==> config.mk <==
export PLATFORM = sky130hd
export DESIGN_NAME = jogador_automatico
export DESIGN_NICKNAME = d
export VERILOG_FILES = /design/src/rtl/jogador_automatico.sv
export SDC_FILE = /design/constraint.sdc
export NUM_CORES = 1
export LEC_CHECK = 0
export ABC_AREA = 1
export BUFFER_PORTS_ARGS = -buffer_cell sky130_fd_sc_hd__clkbuf_2
export CAP_MARGIN = 20
export CORE_ASPECT_RATIO = 1.1
export CORE_MARGIN = 1.5
export CORE_UTILIZATION = 55
export CTS_CLUSTER_DIAMETER = 80
export DETAILED_ROUTE_END_ITERATION = 6
export PLACE_DENSITY = 0.85
export SLEW_MARGIN = 20
export SYNTH_ARGS = -nofsm -noshare
export SYNTH_HDL_FRONTEND = slang
export SYNTH_SLANG_ARGS = --single-unit
==> constraint.sdc <==
create_clock -name clock -period 1.8 [get_ports clock]
set_input_delay 0.18 -clock clock [delete_from_list [all_inputs] [get_ports clock]]
set_output_delay 0.18 -clock clock [all_outputs]
set_load 0.02 [all_outputs]
==> src/rtl/jogador_automatico.sv <==
// Automatic player for jogo_desafio_memoria: records the one-hot LEDs shown in a round and
// replays them on botoes. Optional JOGADOR_ERRO_EN adds an errar input that corrupts the last press.
module jogador_automatico #(
    parameter int MAX_JOGADAS  = 16,
    parameter int T_PRESSIONA  = 500,
    parameter int T_SOLTA      = 300,
    parameter int T_FIM_MOSTRA = 1500
) (
    input  logic       clock,
    input  logic       reset,
    input  logic       habilitar,
    input  logic [3:0] leds,
    input  logic       pronto,
    input  logic       ganhou,
    input  logic       perdeu,
`ifdef JOGADOR_ERRO_EN
    input  logic       errar,
`endif
    output logic [3:0] botoes,
    output logic       jogando,
    output logic       overflow,
    output logic [4:0] db_contagem,
    output logic [2:0] db_estado
);

    localparam int T_MAX_A = (T_PRESSIONA > T_SOLTA) ? T_PRESSIONA : T_SOLTA;
    localparam int T_MAX   = (T_MAX_A > T_FIM_MOSTRA) ? T_MAX_A : T_FIM_MOSTRA;
    localparam int TW      = (T_MAX > 1) ? $clog2(T_MAX) : 1;
    localparam int AW      = (MAX_JOGADAS > 1) ? $clog2(MAX_JOGADAS) : 1;
    localparam int CW      = AW + 1;

    localparam logic [TW-1:0] PRESS_LAST = TW'(T_PRESSIONA - 1);
    localparam logic [TW-1:0] SOLTA_LAST = TW'(T_SOLTA - 1);
    localparam logic [TW-1:0] FIM_LAST   = TW'(T_FIM_MOSTRA - 1);
    localparam logic [CW-1:0] COUNT_MAX  = CW'(MAX_JOGADAS);

    typedef enum logic [2:0] {
        OCIOSO         = 3'd0,
        ESPERA_LED     = 3'd1,
        ESPERA_APAGA   = 3'd2,
        JOGA_PRESSIONA = 3'd3,
        JOGA_SOLTA     = 3'd4,
        FIM            = 3'd5
    } estado_t;

    estado_t       state_q, state_d;
    logic [TW-1:0] timer_q, timer_d;
    logic [CW-1:0] count_q, count_d;
    logic [CW-1:0] ptr_q, ptr_d;
    logic [3:0]    botoes_q, botoes_d;
    logic          overflow_q, overflow_d;
    logic          jogando_q;
    logic          mem_we;
    logic [3:0]    mem_q [MAX_JOGADAS];

    logic          led_one_hot;
    logic          fim_jogo;
    logic [CW-1:0] ptr_inc;
    logic [CW-1:0] press_idx;
    logic [3:0]    press_v;

    assign led_one_hot = (leds != 4'b0) && ((leds & (leds - 4'd1)) == 4'b0);
    assign fim_jogo    = pronto | ganhou | perdeu;
    assign ptr_inc     = ptr_q + CW'(1);

    // Value driven when a press starts: entry 0 from the show phase, else the next entry.
    always_comb begin
        press_idx = (state_q == JOGA_SOLTA) ? ptr_inc : '0;
        press_v   = mem_q[press_idx[AW-1:0]];
`ifdef JOGADOR_ERRO_EN
        if (errar && (press_idx == count_q - CW'(1))) begin
            press_v = {press_v[2:0], press_v[3]};
        end
`endif
    end

    always_comb begin
        state_d    = state_q;
        timer_d    = timer_q;
        count_d    = count_q;
        ptr_d      = ptr_q;
        botoes_d   = 4'b0;
        overflow_d = overflow_q;
        mem_we     = 1'b0;
        if (!habilitar) begin
            state_d    = OCIOSO;
            timer_d    = '0;
            count_d    = '0;
            ptr_d      = '0;
            overflow_d = 1'b0;
        end else if (state_q != OCIOSO && fim_jogo) begin
            state_d = FIM;
        end else begin
            case (state_q)
                OCIOSO: begin
                    state_d = ESPERA_LED;
                    timer_d = '0;
                    count_d = '0;
                    ptr_d   = '0;
                end
                ESPERA_LED: begin
                    if (led_one_hot) begin
                        if (count_q == COUNT_MAX) begin
                            overflow_d = 1'b1;
                        end else begin
                            mem_we  = 1'b1;
                            count_d = count_q + CW'(1);
                        end
                        state_d = ESPERA_APAGA;
                        timer_d = '0;
                    end else if (leds == 4'b0) begin
                        // With nothing recorded the timer parks at its last value.
                        if (timer_q == FIM_LAST) begin
                            if (count_q != '0) begin
                                state_d  = JOGA_PRESSIONA;
                                ptr_d    = '0;
                                timer_d  = '0;
                                botoes_d = press_v;
                            end
                        end else begin
                            timer_d = timer_q + TW'(1);
                        end
                    end else begin
                        timer_d = '0;
                    end
                end
                ESPERA_APAGA: begin
                    if (leds == 4'b0) begin
                        state_d = ESPERA_LED;
                        timer_d = '0;
                    end
                end
                JOGA_PRESSIONA: begin
                    botoes_d = botoes_q;
                    if (timer_q == PRESS_LAST) begin
                        state_d  = JOGA_SOLTA;
                        timer_d  = '0;
                        botoes_d = 4'b0;
                    end else begin
                        timer_d = timer_q + TW'(1);
                    end
                end
                JOGA_SOLTA: begin
                    if (timer_q == SOLTA_LAST) begin
                        timer_d = '0;
                        if (ptr_inc == count_q) begin
                            state_d = ESPERA_LED;
                            count_d = '0;
                            ptr_d   = '0;
                        end else begin
                            state_d  = JOGA_PRESSIONA;
                            ptr_d    = ptr_inc;
                            botoes_d = press_v;
                        end
                    end else begin
                        timer_d = timer_q + TW'(1);
                    end
                end
                FIM: state_d = FIM;
                default: state_d = OCIOSO;
            endcase
        end
    end

    always_ff @(posedge clock) begin
        if (!reset) begin
            state_q    <= OCIOSO;
            timer_q    <= '0;
            count_q    <= '0;
            ptr_q      <= '0;
            botoes_q   <= 4'b0;
            overflow_q <= 1'b0;
            jogando_q  <= 1'b0;
        end else begin
            state_q    <= state_d;
            timer_q    <= timer_d;
            count_q    <= count_d;
            ptr_q      <= ptr_d;
            botoes_q   <= botoes_d;
            overflow_q <= overflow_d;
            jogando_q  <= (state_d == JOGA_PRESSIONA) || (state_d == JOGA_SOLTA);
        end
    end

    always_ff @(posedge clock) begin
        if (mem_we) begin
            mem_q[count_q[AW-1:0]] <= leds;
        end
    end

    assign botoes      = botoes_q;
    assign jogando     = jogando_q;
    assign overflow    = overflow_q;
    assign db_contagem = 5'(count_q);
    assign db_estado   = state_q;

endmodule

Word-level counts from Yosys, hierarchy flattened
Memory sizes are Yosys's and may differ from the RTL's.
Index checks and enable logic that the tools add are counted.
Word-level totals
  word-level logic and storage cells: 105
  input bits: 10
  bits in registers: 30
  output and inout port bits: 14
  memories kept: 1
  bits in writable memories: 64
Cells by class
  add/subtract/negate cells: 4
  equal/unequal tests: 23
  multiplexer cells: 47
  bitwise logic cells: 6
  reduce and logical (&&, ||, !) cells: 17
Memory list
  mem_q: words 16, width 4, rd ports 1, clocked after Yosys merged registers in 0, write ports 1, RTL line 54  | logic [3:0] mem_q [MAX_JOGADAS];
Operator list (count)
  $mux W11: 7
  $pmux W11 S5: 1
  $mux W5: 10
  $mux W4: 8
  $pmux W5 S3: 2
  $mux W3: 9
  $eq A11 B9 Y1 const B: 2
  $pmux W3 S6: 1
  $ne A2 B2 Y1 const B: 8
  $pmux W4 S3: 1
  $add A11 B1 Y11 const B: 1
  $eq A11 B11 Y1 const B: 1
  $add A5 B1 Y5 const B: 2
  $reduce_bool A5 Y1: 2
  $eq A3 B2 Y1 const B: 3
  $eq A3 B3 Y1 const B: 3
  $logic_not A4 Y1: 2
  $reduce_and A4 Y1: 2
  $mux W1: 7
  $reduce_and A7 Y1: 1
  $reduce_and A6 Y1: 1
  $reduce_bool A3 Y1: 2
  $eq A5 B5 Y1: 1
  $eq A5 B5 Y1 const B: 1
  other kinds (14): 19

Depth between registers and ports, before layout
Gate-level depths: netlist (run 1).
  depth after elaboration: 10
  mapped depth: 13
  mapped depth without buffers: 13

Worst setup path before layout (run 1)
Ideal clock, no wire load.
  kind: reg-to-reg
  start point: register count_q[0] (netlist: db_contagem[0])
  end point: memory mem_q[0][0], enable pin
  required time: 1.471 ns
  path buffers: 0
  data arrival time: 1.695 ns
  cell stages (with the launch flop): 10
  period minus slack after synthesis: 2.025 ns
  slack: -0.225 ns
  library setup time: 0.329 ns
  cells stage by stage: dfxtp_1 -> inv_1 -> ha_1 -> nand3_1 -> nand2_1 -> inv_1 -> nand2_1 -> nor2_1 -> nand2_1 -> nor2_1
On the way
  word-level cells in the longest chain between the ends: 8
RTL lines
  from (decl): RTL line 48  | logic [CW-1:0] count_q, count_d;
  from (signal assigned): RTL line 177  | count_q <= count_d;
  $eq A5 B5 Y1: RTL line 103  | if (count_q == COUNT_MAX) begin
  $mux W1: RTL line 103
  $mux W1: RTL line 102  | if (led_one_hot) begin
  $mux W1: RTL line 94  | case (state_q)
  $mux W1: RTL line 91  | end else if (state_q != OCIOSO && fim_jogo) begin
  $mux W1: RTL line 85  | if (!habilitar) begin
  $mux W1: RTL line 186  | if (mem_we) begin
  $mux W1 (not written as such): RTL line 187  | mem_q[count_q[AW-1:0]] <= leds;
  to (decl): RTL line 54
Parallel ways exist; a longest one is shown, timed or not.

Worst setup path in the final report (run 1)
  start point: register ptr_q[1]
  end point: register count_q[4] (netlist: db_contagem[4])
On the way
  word-level cells in the longest chain between the ends: 4
RTL lines
  from (decl): RTL line 49  | logic [CW-1:0] ptr_q, ptr_d;
  from (signal assigned): RTL line 178  | ptr_q <= ptr_d;
  $add A5 B1 Y5: RTL line 64  | assign ptr_inc = ptr_q + CW'(1);
  $eq A5 B5 Y1: RTL line 146  | if (ptr_inc == count_q) begin
  $ne A2 B1 Y1 (no source line)
  $reduce_and A6 Y1 (no source line)
Every way passes these cells.
A chain may end at the register's enable or synchronous reset.

==> summary.txt, run 1 <==
FFs w/ async S/R, synth = 0%
Post-synthesis register bit count = 94
Drt via density = 5.72
Top Ports = 24
Initial antenna violation count = 0
Ranking of synthesized cells by area = edfxtp_1 (42%), nand2_1 (13%), dfxtp_1 (13%), nand3_1 (7.9%), nor2_1 (5.4%)
Setup violators final = 1
CP Max Fanout = 3
Core area = 8000 sq um
CTS Root Cell = clkbuf_8
Leak = 2.36 nW
GRT Util Overall = 26.2%
Top cells by instance count after synthesis = nand2_1 (161), nand3_1 (73), nor2_1 (66)
Cts hold-fix bufs = 0
Dpl hpwl = 8220 microns
Hold Fails Final Rpt = 0
CTS tree = built
Die area = 8940 sq um
Status = complete, but fails checks
Synth top area share = 41.7%
Diode count = 0
Placed Instances = 715
Max Cap Violations = 0
Dominant synthesized flop cell = edfxtp_1
Synth area leader = edfxtp_1
WL met1 = 4650 microns
Die Wd = 90.3 microns
Setup crit start kind = flop
Failing checks = setup timing
Final nets = 645
Setup ws final = -38.7 ps
WL met3 = 951 microns
Net Count, Synth = 565
Number of port buffers = 23
Clock-pin slew on the worst setup and hold paths = 90 ps
Worst-Skew Late Latency = 360 ps
First-pass GRT wire length = 18100 microns
Drt pass-1 iters = 5
DRC viols = 0
Worst slew margin = 69.7%
Fmax = 544 MHz
Wire per inst = 16.7 microns
Fin crit period = 1840 ps
Layout cell share with drive strength beyond 1 = 27.6%
Power per cell area = 711 nW/um^2
Slew Viols, Final = 0
Post-route ant nets = 0
Top-count cell post-synth = nand2_1
Req. time, crit path = 2100 ps
EDFF count, synth = 64
Synth cell types = 32
Fin Setup TNS = -38.7 ps
Syn Area/Cell = 8.39 sq um
Rows = 34
Tightest Pin Transition = 453 ps
Hold Crit Class = in -> reg
Cells after Synth = 549
Vias in the first global route = 3849
Maximum vdd drop = 0.000413 V
Via count = 4241
WS Path Type = reg -> reg
Critical path arrival = 2140 ps
Crit. End Element = flop
Clock sink count = 94
Area Overhead vs Synth = 26.2%
Synth Cell Area = 4610 sq um
Cts bufs inserted = 9
Sequential fraction of the synthesis area = 54.7%
Synth warn = 0
Largest net degree at the start of global routing = 26
Max H-tree Level = 3
Die height = 99 microns
Layout filler cell count = 533
Initial core utilization = 57.6%
Final hold slack = 81.1 ps
Post-place setup slack = -69.4 ps
Wire length on met2 = 6310 microns
Clock Skews = 11.6 ps
Initial drt markers = 460
Final cell count without fillers = 742
Tcrit/Tclk final = 102%
Overflow after GRT = 0
DR top layer = met4
GPL Wtd Cong = 0.915
RSZ-0062 raised after global routing = true
Max Buffers Root-to-Sink = 2
Final wirelength = 12400 microns
routing by layer:
metal / vias to the layer above / GRT usage [%]
li1: 1976 / -
met1: 1964 / 31.3
met2: 249 / 45.9
met3: 52 / 4.48
met4: 0 / 13.1
met5: - / 0
kinds of logic (layout without fill, tap and decap cells):
logic type / after synthesis / after routing / share of synthesized area, %
compound gates: 38 / 38 / 4.59
simple gates: 334 / 334 / 31.7
fa+ha+maj: 6 / 6 / 1.63
flops: 94 / 94 / 54.7
buf+inv: 70 / 155 / 6.00
xor+xnor: 7 / 7 / 1.33
flip-flops by register name, summed over array words and instances, names as in the netlist:
name / flops
timer_q: 11
ptr_q: 5
overflow: 1
mem_q: 64
botoes: 4
db_contagem: 5
jogando: 1
db_estado: 3
path summary, 6_finish.rpt:
| check | from | end | slack (ps) | cells past startpoint |
|---|---|---|---|---|
| setup / recovery | ptr_q[1]$_SDFFE_PN0P_ | db_contagem[4]$_SDFFE_PN0P_ | -40 | 12 |
| setup reg to reg | ptr_q[1]$_SDFFE_PN0P_ | db_contagem[4]$_SDFFE_PN0P_ | -40 | 12 |
| hold reg to reg | overflow$_SDFFE_PN0P_ | overflow$_SDFFE_PN0P_ | 460 | 2 |
| hold / removal | leds[1] | mem_q[0][1]$_DFFE_PP_ | 80 | 1 |
area by class of cell:
class                      instances  area, sq um  area share [%]
clock buffer                      10          128            2.19
sequential                        94         2550            43.8
inverter                          60          243            4.17
timing repair buffer              79          606            10.4
multi-input combinational        385         2090            35.9
tap                              108          135            2.32
clock inverter                     6         67.6            1.16
repair_timing:
| item | in CTS | in global routing |
|---|---|---|
| resized for setup | 15 | 67 |
| pin swaps | 3 | 29 |
| cloned | 0 | 1 |
| setup buffers | 2 | 8 |
| endpoints found under the setup margin | 78 | 91 |
power by group:
part,internal (mW),total (mW),switching [mW]
Combinational,0.152,0.417,0.266
Clock,0.654,1.41,0.757
Sequential,2.30,2.31,0.00941
worst max-delay path: stages, from the launching register on:
cell and delay [ps]:
dfxtp_4 370, ha_4 270, inv_2 40, nand2_1 40
nand2_1 50, nor2_2 90, nand3_1 100, nor2_2 150
nand3_2 130, nand2_2 140, buf_6 110, nand4_1 140
a21oi_2 150
placed cells by master, fill, tap and decap left out, drive strengths merged:
master    netlist  layout
nor2           70      70
a31oi           1       1
and3            1       1
xnor2           1       1
buf             7      55
a21oi          28      28
o21ai           7       7
nand2         167     167
edfxtp         64      64
dfxtp          30      30
clkinvlp        0       1
clkbuf          3      34
nand4          11      11
inv            60      63
clkinv          0       1
nand3          75      75
xor2            6       6
nand3b          2       2
ha              6       6
o21bai          1       1
o211ai          1       1
bufinv          0       1
nor3            8       8
through the flow:
step	power (mW)	utilization [%]	cell area [sq um]
6_report	4.14	72.7	5820
5_1_grt	4.26	72.7	5820
4_1_cts	4.07	68.8	5500
3_5_place_dp	2.70	65.6	5240
3_3_place_gp	2.70	65.6	5240
2_1_floorplan	2.56	-	4690
(Power assumes the default switching activity.)
==> run 2, diff against run 1 <==
--- a/config.mk
+++ b/config.mk
@@ -14,6 +14,7 @@
 export CTS_CLUSTER_DIAMETER = 80
 export DETAILED_ROUTE_END_ITERATION = 6
 export PLACE_DENSITY = 0.85
+export RECOVER_POWER = 100
 export SLEW_MARGIN = 20
 export SYNTH_ARGS = -nofsm -noshare
 export SYNTH_HDL_FRONTEND = slang
==> run 2 against run 1 <==
  * The flow still finishes with violations (setup timing)
  * Worst hold slack gained 7.0 ps
  * Critical endpoint unchanged
  * Clock skew barely moved
  * Sequential power about the same
  * Core utilization shrank 0.45 points
  * Fmax increased by 0.28%
  * Non-clock buffer count unchanged
==> summary.txt, run 2 (synthesis results as in run 1) <==
Status = complete, but fails checks
Failing checks = setup timing
Fmax = 545 MHz
Number of port buffers = 23
Diode count = 0
Fin util = 72.3%
Flop-to-flop setup slack = -30 ps
Die height = 99 microns
Setup violators final = 1
FF-to-FF End = db_contagem[4]$_SDFFE_PN0P_
Drt via density = 5.68
Most frequent cells in the layout = nand2_1 (151), nand3_1 (70), edfxtp_1 (64)
Max H-tree Level = 3
Initial drt markers = 503
Core area = 8000 sq um
Clock Skews = 11.5 ps
Maximum vdd drop = 0.000414 V
Sw Ratio = 25.1%
Tightest Pin Transition = 814 ps
Clock-pin slew on the worst setup and hold paths = 90 ps
Multi-input gate area = 2090 sq um
Initial antenna violation count = 0
Met1 Use GR = 31.3%
Max Buffers Root-to-Sink = 2
Die area = 8940 sq um
DRC viols = 0
Combinational power share = 9.9%
Post-route ant nets = 0
CTS tree = built
Rows = 34
Clk network pwr share = 34.2%
Initial core utilization = 57.6%
Drt pass-1 iters = 5
WS Path Type = reg -> reg
Final cell count without fillers = 742
Hold Fails Final Rpt = 0
Post-place setup slack = -69.4 ps
Area Overhead vs Synth = 25.4%
Fin area = 5780 sq um
Sequential Power Share = 55.9%
Fin crit period = 1830 ps
Cts bufs inserted = 9
CP endpoint = db_contagem[4]$_SDFFE_PN0P_
Top Ports = 24
Reg area = 2550 sq um
Worst slew margin = 45.7%
Clock sink count = 94
Dpl hpwl = 8220 microns
GRT Util Overall = 26.2%
Power per cell area = 716 nW/um^2
Crit. End Element = flop
Layout filler cell count = 547
R2R cell count = 12
Critical path arrival = 2140 ps
Final wirelength = 12400 microns
CP Max Fanout = 3
Max Cap Violations = 0
Worst setup path startpoint = ptr_q[1]$_SDFFE_PN0P_
Commonest non-fill, non-tap cell in the layout = nand2_1
Req. time, crit path = 2100 ps
Die Wd = 90.3 microns
Wire per inst = 16.8 microns
Placed Instances = 715
Placed Area = 5240 sq um
Reg-to-reg startpoint = ptr_q[1]$_SDFFE_PN0P_
Slew Viols, Final = 0
Leak = 2.30 nW
CTS Root Cell = clkbuf_8
Layout cell share with drive strength beyond 1 = 24.6%
Via count = 4217
GPL Wtd Cong = 0.915
Tcrit/Tclk final = 102%
Met3 usage = 4.48%
Overflow after GRT = 0
Final nets = 645
GRT busiest layer = met2
Hold Crit Class = in -> reg
Design Power = 4.14 mW
Setup ws final = -33.5 ps
Largest net degree at the start of global routing = 26
Vias in the first global route = 3849
First-pass GRT wire length = 18100 microns
Worst-Skew Late Latency = 360 ps
RSZ-0062 raised after global routing = true
Routing usage on met2 = 45.9%
Switching power = 1.04 mW
Cell internal pwr = 3.10 mW
Largest register FFs = 64
Setup crit start kind = flop
==> run 2: cell count changes in the layout (fill, tap and decap cells not counted) <==
cell,delta
clkbuf_1,+19
clkbuf_2,-14
buf_4,-5
==> run 2: power by group through the flow <==
stage          logic (mW)  clock network [mW]  registers, mW
2_1_floorplan       0.198                   0           2.37
3_3_place_gp        0.334                   0           2.36
3_5_place_dp        0.340                   0           2.36
4_1_cts             0.349                1.41           2.31
5_1_grt             0.442                1.50           2.31
6_report            0.410                1.42           2.31
==> run 2: final cells by class <==
| cell class | count | share of cell area [%] |
|---|---|---|
| sequential | 94 | 44.1 |
| clock buffer | 10 | 2.21 |
| timing repair buffer | 79 | 9.85 |
| multi-input combinational | 385 | 36.1 |
| inverter | 60 | 4.20 |
| clock inverter | 6 | 1.17 |
| tap | 108 | 2.34 |
==> run 2: how the worst min path moves through the flow <==
| stage | cells past startpoint | from | end |
|---|---|---|---|
| detailed placement | 2 | overflow$_SDFFE_PN0P_ | overflow$_SDFFE_PN0P_ |
| global route | 2 | reset | db_estado[1]$_SDFF_PN0_ |
| finish | 2 | reset | db_estado[1]$_SDFF_PN0_ |
| CTS | 2 | reset | db_estado[1]$_SDFF_PN0_ |
| floorplan | 0 | leds[0] | mem_q[0][0]$_DFFE_PP_ |
| global placement | 2 | reset | db_estado[1]$_SDFF_PN0_ |
==> run 2: through the flow <==
step	hold WS [ps]	TNS (ps)
floorplan	279	0
global placement	429	-809
detailed placement	451	-2470
CTS	77.5	-1380
global route	102	-2070
finish	88.1	-33.5
==> run 2: critical path, stage by stage (launching register included) <==
cell	delay, ps
dfxtp_4	370
ha_4	270
inv_2	40
nand2_1	40
nand2_1	50
nor2_2	90
nand3_1	100
nor2_2	150
nand3_2	130
nand2_2	130
buf_6	110
nand4_1	140
a21oi_2	150
==> run 2: what timing repair did <==
item                                    CTS  global route
cloned                                    0             1
setup buffers                             2             8
endpoints found under the setup margin   78            91
resized for setup                        15            67
hold buffers                              0             0
pin swaps                                 3            29
==> run 2: layer usage <==
metal	share of wire, %	vias to the layer above
met5	0	-
met4	4.3	0
met3	7.4	48
met2	50	220
met1	38	1967
li1	-	1982
